## config.mk

```make
export PLATFORM = sky130hd
export DESIGN_NAME = tt_um_param_counter
export DESIGN_NICKNAME = d
export VERILOG_FILES = /design/src/rtl/pcnt_pkg.sv /design/src/rtl/tt_um_pcnt_prescaler.sv /design/src/rtl/tt_um_param_counter.sv
export SDC_FILE = /design/constraint.sdc
export NUM_CORES = 1
export LEC_CHECK = 0
export ABC_AREA = 0
export BUFFER_PORTS_ARGS = -buffer_cell sky130_fd_sc_hd__buf_2
export CORE_ASPECT_RATIO = 1.2
export CORE_MARGIN = 2
export CORE_UTILIZATION = 45
export DETAILED_ROUTE_END_ITERATION = 10
export HOLD_SLACK_MARGIN = 0.1
export PLACE_DENSITY = 0.67
export REMOVE_ABC_BUFFERS = 1
export SLEW_MARGIN = 10
export SYNTH_ARGS = -nofsm -noshare
export SYNTH_HDL_FRONTEND = slang
export SYNTH_SLANG_ARGS = --single-unit
```

## constraint.sdc

```tcl
create_clock -name clk -period 3.2 [get_ports clk]
set_input_delay 0.32 -clock clk [delete_from_list [all_inputs] [get_ports clk]]
set_output_delay 0.32 -clock clk [all_outputs]
set_load 0.05 [all_outputs]
```

## src/rtl/pcnt_pkg.sv

```systemverilog
// pcnt_pkg: pin map, mode encodings and status byte layout for the parametrised counter
package pcnt_pkg;
  localparam int CLR = 0;
  localparam int DIR = 1;
  localparam int LOAD = 2;
  localparam int MODE = 3;
  localparam int PSEL_LSB = 4;
  localparam int PSEL_MSB = 6;
  localparam int VIEW = 7;
  localparam logic MODE_WRAP = 1'b0;
  localparam logic MODE_SAT = 1'b1;
  localparam int STATUS_STICKY = 7;
  localparam int STATUS_FLAG = 6;
  localparam int STATUS_MAX = 5;
  localparam int STATUS_MIN = 4;
  localparam int STATUS_MODE = 3;
  localparam int STATUS_PSEL_MSB = 2;
  localparam int STATUS_PSEL_LSB = 0;
endpackage

```

## src/rtl/tt_um_pcnt_prescaler.sv

```systemverilog
// tt_um_pcnt_prescaler: power-of-two divider producing a one-cycle tick every 2**sel enabled cycles
module tt_um_pcnt_prescaler #(
  parameter int PRESC_W = 7
) (
  input  logic       clk,
  input  logic       rst_n,
  input  logic       en,
  input  logic       clr,
  input  logic [2:0] sel,
  output logic       tick
);
  logic [PRESC_W-1:0] cnt_q, cnt_d, term;
  // >= rather than == so lowering sel mid-period ticks immediately
  always_comb begin
    term = ~({PRESC_W{1'b1}} << sel);
    tick = cnt_q >= term;
    cnt_d = !en ? cnt_q : (clr || tick) ? '0 : cnt_q + 1'b1;
  end
  always_ff @(posedge clk or negedge rst_n)
    if (!rst_n) cnt_q <= '0;
    else cnt_q <= cnt_d;
endmodule

```

## src/rtl/tt_um_param_counter.sv

```systemverilog
// tt_um_param_counter: up/down counter with load, wrap/saturate, prescaler, modulo limit and terminal flags
module tt_um_param_counter #(
  parameter int WIDTH = 8,
  parameter int MAX_COUNT = 2**WIDTH - 1,
  parameter int PRESC_W = 7
) (
  input  logic       clk,
  input  logic       rst_n,
  input  logic       ena,
  input  logic [7:0] ui_in,
  input  logic [7:0] uio_in,
  output logic [7:0] uo_out,
  output logic [7:0] uio_out,
  output logic [7:0] uio_oe
);
  import pcnt_pkg::*;
  localparam logic [WIDTH-1:0] MAXV = WIDTH'(MAX_COUNT);
  logic [WIDTH-1:0] cnt_q, cnt_d, nxt, ld_val;
  logic flag_q, flag_d, sticky_q, sticky_d;
  logic clr, dir, load, mode, view, tick, at_max, at_min, term_ev;
  logic [2:0] psel;
  logic [7:0] status;
  logic unused_ok;
  assign clr = ui_in[CLR];
  assign dir = ui_in[DIR];
  assign load = ui_in[LOAD];
  assign mode = ui_in[MODE];
  assign psel = ui_in[PSEL_MSB:PSEL_LSB];
  assign view = ui_in[VIEW];
  assign uio_out = 8'h00;
  assign uio_oe = 8'h00;
  assign unused_ok = &{1'b0, uio_in};
  tt_um_pcnt_prescaler #(.PRESC_W(PRESC_W)) u_presc (
    .clk  (clk),
    .rst_n(rst_n),
    .en   (ena),
    .clr  (clr || load),
    .sel  (psel),
    .tick (tick)
  );
  always_comb begin
    at_max = cnt_q == MAXV;
    at_min = cnt_q == '0;
    ld_val = uio_in[WIDTH-1:0] > MAXV ? MAXV : uio_in[WIDTH-1:0];
    nxt = dir ? (at_max ? (mode == MODE_SAT ? cnt_q : '0) : cnt_q + 1'b1)
              : (at_min ? (mode == MODE_SAT ? cnt_q : MAXV) : cnt_q - 1'b1);
    term_ev = !clr && !load && tick && (dir ? at_max : at_min);
    cnt_d = !ena ? cnt_q : clr ? '0 : load ? ld_val : tick ? nxt : cnt_q;
    flag_d = !ena ? flag_q : term_ev;
    sticky_d = !ena ? sticky_q : clr ? 1'b0 : sticky_q | term_ev;
    status = 8'h00;
    status[STATUS_STICKY] = sticky_q;
    status[STATUS_FLAG] = flag_q;
    status[STATUS_MAX] = at_max;
    status[STATUS_MIN] = at_min;
    status[STATUS_MODE] = mode;
    status[STATUS_PSEL_MSB:STATUS_PSEL_LSB] = psel;
    uo_out = view ? status : 8'(cnt_q);
  end
  always_ff @(posedge clk or negedge rst_n)
    if (!rst_n) begin
      cnt_q <= '0;
      flag_q <= 1'b0;
      sticky_q <= 1'b0;
    end else begin
      cnt_q <= cnt_d;
      flag_q <= flag_d;
      sticky_q <= sticky_d;
    end
endmodule
```

# Word-level counts from Yosys, hierarchy flattened

Cells that the tools add are included.

Equal/unequal tests: 3
Mux-type cells: 13
Reduce and logical (&&, ||, !) cells: 10
Order comparisons: 2
Shift operators: 1
Bitwise operators: 2
Add/subtract/negate cells: 3

Operators by type and width:

| cell                                                  | count |
|---|---|
| 2-to-1 mux 8 bit                                      | 10 |
| != test 5 bit (second input constant)                 | 2 |
| adder 8 x 1 -> 8 bit (second input constant)          | 1 |
| == test 8 bit (second input constant)                 | 1 |
| greater-than comparator 8 bit (second input constant) | 1 |
| logical NOT 8 bit                                     | 1 |
| subtractor 8 x 1 -> 8 bit (second input constant)     | 1 |
| adder 7 x 1 -> 7 bit (second input constant)          | 1 |
| greater-or-equal comparator 7 bit                     | 1 |
| 2-to-1 mux 7 bit                                      | 1 |
| NOT 7 bit                                             | 1 |
| << shifter 7 x 3 -> 7 bit (first input constant)      | 1 |
| AND reduction 4 bit                                   | 1 |
| logical AND 1 bit                                     | 3 |
| nonzero test 3 bit                                    | 1 |
| logical NOT 1 bit                                     | 2 |
| logical OR 1 bit                                      | 2 |
| 2-to-1 mux 1 bit                                      | 2 |
| OR 1 bit                                              | 1 |

Register bits: 17
Input bits: 19

# Longest topological paths before layout

Depth in word-level cells: 7
Mapped depth: 9

# Cells and area by module

From an unflattened synthesis, not the netlist that was laid out.

Cells, all modules: 206
Area, all modules: 1652.8 µm²

Modules (own cells, without submodules):

| module               | area each (µm²) | cells each | seq. area each (µm²) | instances |
|---|---|---|---|---|
| tt_um_param_counter  | 1129.8          | 146        | 250.2                | 1 |
| tt_um_pcnt_prescaler | 523.0           | 60         | 175.2                | 1 |

# Worst setup path before layout

Ideal clock, no wire load.

Path type: register to register
From: register cnt_q[3]
To: register cnt_q[5]
Data required time: 3.073 ns
Cell stages (with the launch flop): 8
Setup time: 0.127 ns
Slack: 0.932 ns
Clock period less this slack: 2.268 ns
Data arrival time: 2.140 ns
Path buffers: 2
Cells stage by stage: dfrtp_1 buf_6 or4_4 or4_4 a211o_1 o211ai_2 buf_8 o211ai_2

Word-level cells in the longest chain between the ends: 6
Elaborated cells between the ends (all ways): 13
Classes of those cells: 2 x add/sub; 3 x eq/ne; 6 x mux; 2 x reduce/logical

Ends and longest elaborated chain:

| item                                              | line                                                 | RTL |
|---|---|---|
| start, declared                                   | tt_um_param_counter.sv:18                            | `logic [WIDTH-1:0] cnt_q, cnt_d, nxt, ld_val;` |
| start signal, assigned                            | tt_um_param_counter.sv:66                            | `cnt_q <= cnt_d;` |
| subtractor 8 x 1 -> 8 bit (tied with other cells) | tt_um_param_counter.sv:46                            | `: (at_min ? (mode == MODE_SAT ? cnt_q : MAXV) : cnt_q - 1'b1);` |
| 2-to-1 mux 8 bit, on equally long branches        | tt_um_param_counter.sv:46, tt_um_param_counter.sv:45 |  |
| 2-to-1 mux 8 bit                                  | tt_um_param_counter.sv:45                            | `nxt = dir ? (at_max ? (mode == MODE_SAT ? cnt_q : '0) : cnt_q + 1'b1)` |
| 2-to-1 mux 8 bit (3 in a row)                     | tt_um_param_counter.sv:48                            | `cnt_d = !ena ? cnt_q : clr ? '0 : load ? ld_val : tick ? nxt : cnt_q;` |

Several ways; a longest one is shown, not always the timed one. The select of a mux whose other input is x is not followed.
A chain may end at the register's enable or synchronous reset.

# Final worst setup path

From: register cnt_q[6]
To: register cnt_q[6]

The elaborated chain is that of the path after synthesis.

==> summary.md <==
| Metric | Value |
|---|---|
| Startpoint types | `flip-flop` |
| Critical Path Max Stage Delay | `about 0.58 ns` |
| GRT Total Usage | `roughly 18%` |
| Power per cell area | `around 420 mW/mm^2` |
| Worst r2r dst | `cnt_q[6]` |
| Rel. slew slack | `about 53%` |
| CP Capture Type | `flip-flop` |
| Commonest non-fill, non-tap cells in the layout | `26 x buf_2, 18 x nor2_1, 18 x nand2_1, 17 x dfrtp_1, 16 x conb_1` |
| Synthesis Warnings | `0` |
| Post-synthesis cell type count | `44` |
| CTS tree | `yes` |
| Post-DRT Antenna Nets | `0` |
| Ys async rst share | `100%` |
| Slack of the worst reg-to-reg path | `between 0.6 and 0.7 ns` |
| Most used DFF post-synth | `dfrtp_1` |
| Clock Path Buffers | `2` |
| Global-route wire length before repair | `5.66 mm` |
| Count of final setup violators | `0` |
| Inserted Diodes | `0` |
| Post-synth EDFFs | `0` |
| Worst EP required | `around 3.4 ns` |
| Min Hold Slack | `between 0.3 and 0.4 ns` |
| Worst Hold Class | `input port to flip-flop` |
| Syn avg cell area | `approximately 8.3 um^2` |
| Mapped Area | `about 0.0016 mm^2` |
| Setup tns final | `0 ns` |
| Nets | `around 240` |
| WL/cell | `approximately 14 um` |
| Antenna violations before repair | `0` |
| Worst EP arrival | `2.67 ns` |
| Synth Instances | `between 150 and 200` |
| Top cells by area, synth | `dfrtp_1 27%, ha_1 7.9%, buf_4 7.6%` |
| Worst r2r path cells | `6` |
| Initial DRC count | `between 50 and 60` |
| Setup WS pre-CTS | `0.611 ns` |
| Synth top area share | `between 20% and 30%` |
| Final period util | `approximately 78%` |
| Pins Over Slew Limit | `0` |
| Share of layout cells above drive strength 1 | `slightly below 20%` |
| Worst r2r src | `cnt_q[6]` |
| Stages on the worst setup path | `6` |
| Number of global-route vias before repair | `1,266` |
| Core ar. | `around 0.0034 mm^2` |
| Worst-Margin Slew | `0.699 ns` |
| Top delay family on crit path | `simple AND/OR/NAND/NOR gates` |
| Area leader, netlist | `dfrtp_1` |
| Min cycle time layout | `approximately 2.5 ns` |
| Pin count of the biggest net entering global routing | `18` |
| DRC | `0` |
| Worst IR drop on VDD | `roughly 0.00032 V` |
| Area of the multi-input gates | `982 um^2` |
| # fillers | `330` |
| RSZ-0062 raised after global routing | `false` |
| I/O Buffers | `26` |
| Final Util | `50.0%` |
| H-tree levels | `1` |
| Critical path endpoint | `cnt_q[6]` |
| Reg area | `between 400 and 500 um^2` |
| Max Fanout on Critical Path | `16` |
| RePlAce Congestion | `0.825` |
| Most common cell on crit path | `or4_4` |
| Overall power | `around 0.0007 W` |
| Resize count post-CTS | `0` |
| Syn-to-layout area delta | `6.07%` |
| Fin. Hold Viols | `0` |
| Total congestion overflow | `0` |
| Top Ports | `43` |
| Critical Path Source | `cnt_q[6]` |
| Worst path cell trace | `or4_4 -> or4_4 -> a211o_1 -> o211ai_2 -> o21ai_0 -> o31ai_1` |
| Via count | `around 1,400` |
| Num CTS Buffers | `3` |
| Fmax | `approximately 0.4 GHz` |
| Min setup slack post-route | `0.689 ns` |
| CTS Root Cell | `clkbuf_8` |
| Commonest non-fill, non-tap cell in the layout | `buf_2` |
| Max Cap Violations | `0` |
| Final WL | `~3.5 mm` |
| Initial Util | `47.2%` |
| WS Path Type | `flip-flop to flip-flop` |
| Die H | `69.1 um` |
| Static Leakage | `around 0.8 nW` |
| CTS Hold Buffers Added | `1` |
| Register area share after synthesis | `between 20% and 30%` |
| Status | `finished clean` |
| Clk slew on worst S/H paths | `approximately 0.070 ns` |
| Crit path buf inv count | `0` |
| Die Width | `roughly 58 um` |
| Layout Skew | `0.00371 ns` |
| Seq cells post-synth | `17` |
| Total setup buffers inserted after CTS | `0` |
| Slowest-stage cell, CP | `or4_4` |
| Dpl hpwl | `around 2.6 mm` |
| CTS sink count | `17` |
| Skew-Pair Late Insertion Delay | `between 0.2 and 0.3 ns` |
| DR vias/cell | `between 5 and 6` |
| Die area | `between 0.004 and 0.005 mm^2` |
| # rows | `23` |
| Drt pass-1 iters | `4` |
-- layer usage --
layer,vias up,global-route usage [%],wire [um]
li1,693,-,-
met1,686,24.2,1600
met2,43,29.8,1750
met3,5,1.13,129
met4,0,4.65,36
met5,-,0,0
-- state kept, by name, summed over array words and instances, names as in the netlist --
register	flops
u_presc.cnt_q	7
sticky_q	1
cnt_q	8
flag_q	1
-- cells in the mapped netlist (all sizes together), types with 2 or more instances --
master,instances
a211o,3
a211oi,2
a21oi,6
a22oi,3
a2bb2oi,2
a31oi,2
and2,3
buf,20
clkbuf,7
dfrtp,17
ha,10
inv,10
mux2,6
nand2,18
nand2b,2
nand3,4
nand3b,2
nand4,4
nor2,18
nor3,3
o211ai,2
o21a,2
o21ai,12
o22ai,2
o31ai,7
o32ai,2
or2,2
or3,3
or4,2
xnor2,3
xor2,4
-- cells by family (layout without fill, tap and decap cells) --
family,after synthesis,count (layout),share of synthesized area (%)
simple gates,64,64,19.9
compound gates,49,49,21.5
buf+inv,37,42,14.9
flops,17,17,26.8
fa+ha+maj,10,10,7.88
xor+xnor,7,7,3.86
mux,7,7,4.89
other cells,1,16,0.236
-- report_power, final --
part / switching, W / internal (W) / leakage (nW) / total, W
Clock: 0.0000781 / 0.0000886 / 0.0228 / 0.000167
Combinational: 0.000185 / 0.0000873 / 0.550 / 0.000273
Sequential: 0.0000305 / 0.000232 / 0.229 / 0.000262
Total: 0.000294 / 0.000408 / 0.802 / 0.000702
-- through the flow --
stage / cell area (um^2) / cells
floorplan: 1450 / 180
global placement: 1630 / 244
detailed placement: 1630 / 244
CTS: 1680 / 249
global route: 1680 / 249
finish: 1680 / 249
-- worst register-to-register path, stage by stage (launching register included) --
cell	delay [ns]
dfrtp_1	0.47
or4_4	0.59
or4_4	0.52
a211o_1	0.29
o211ai_2	0.28
o21ai_0	0.20
o31ai_1	0.09
-- area by class of cell --
cell class	count	share of cell area, %
repair buffers	28	8.77
clock buffers	4	2.67
multi-input cells	153	58.3
flip-flops and latches	17	25.3
inverters	10	2.23
well taps	37	2.75
-- worst min path at each step --
stage | slack (ns) | start | depth (start not counted) | to
CTS | 0.32 | uio_in[5] | 3 | cnt_q[5]
detailed placement | 0.28 | rst_n | 1 | cnt_q[7]
global route | 0.33 | uio_in[3] | 3 | cnt_q[3]
finish | 0.31 | uio_in[5] | 3 | cnt_q[5]
floorplan | 0.02 | rst_n | 0 | cnt_q[0]
global placement | 0.28 | rst_n | 1 | cnt_q[7]
Power figures use the tool's default switching activity.
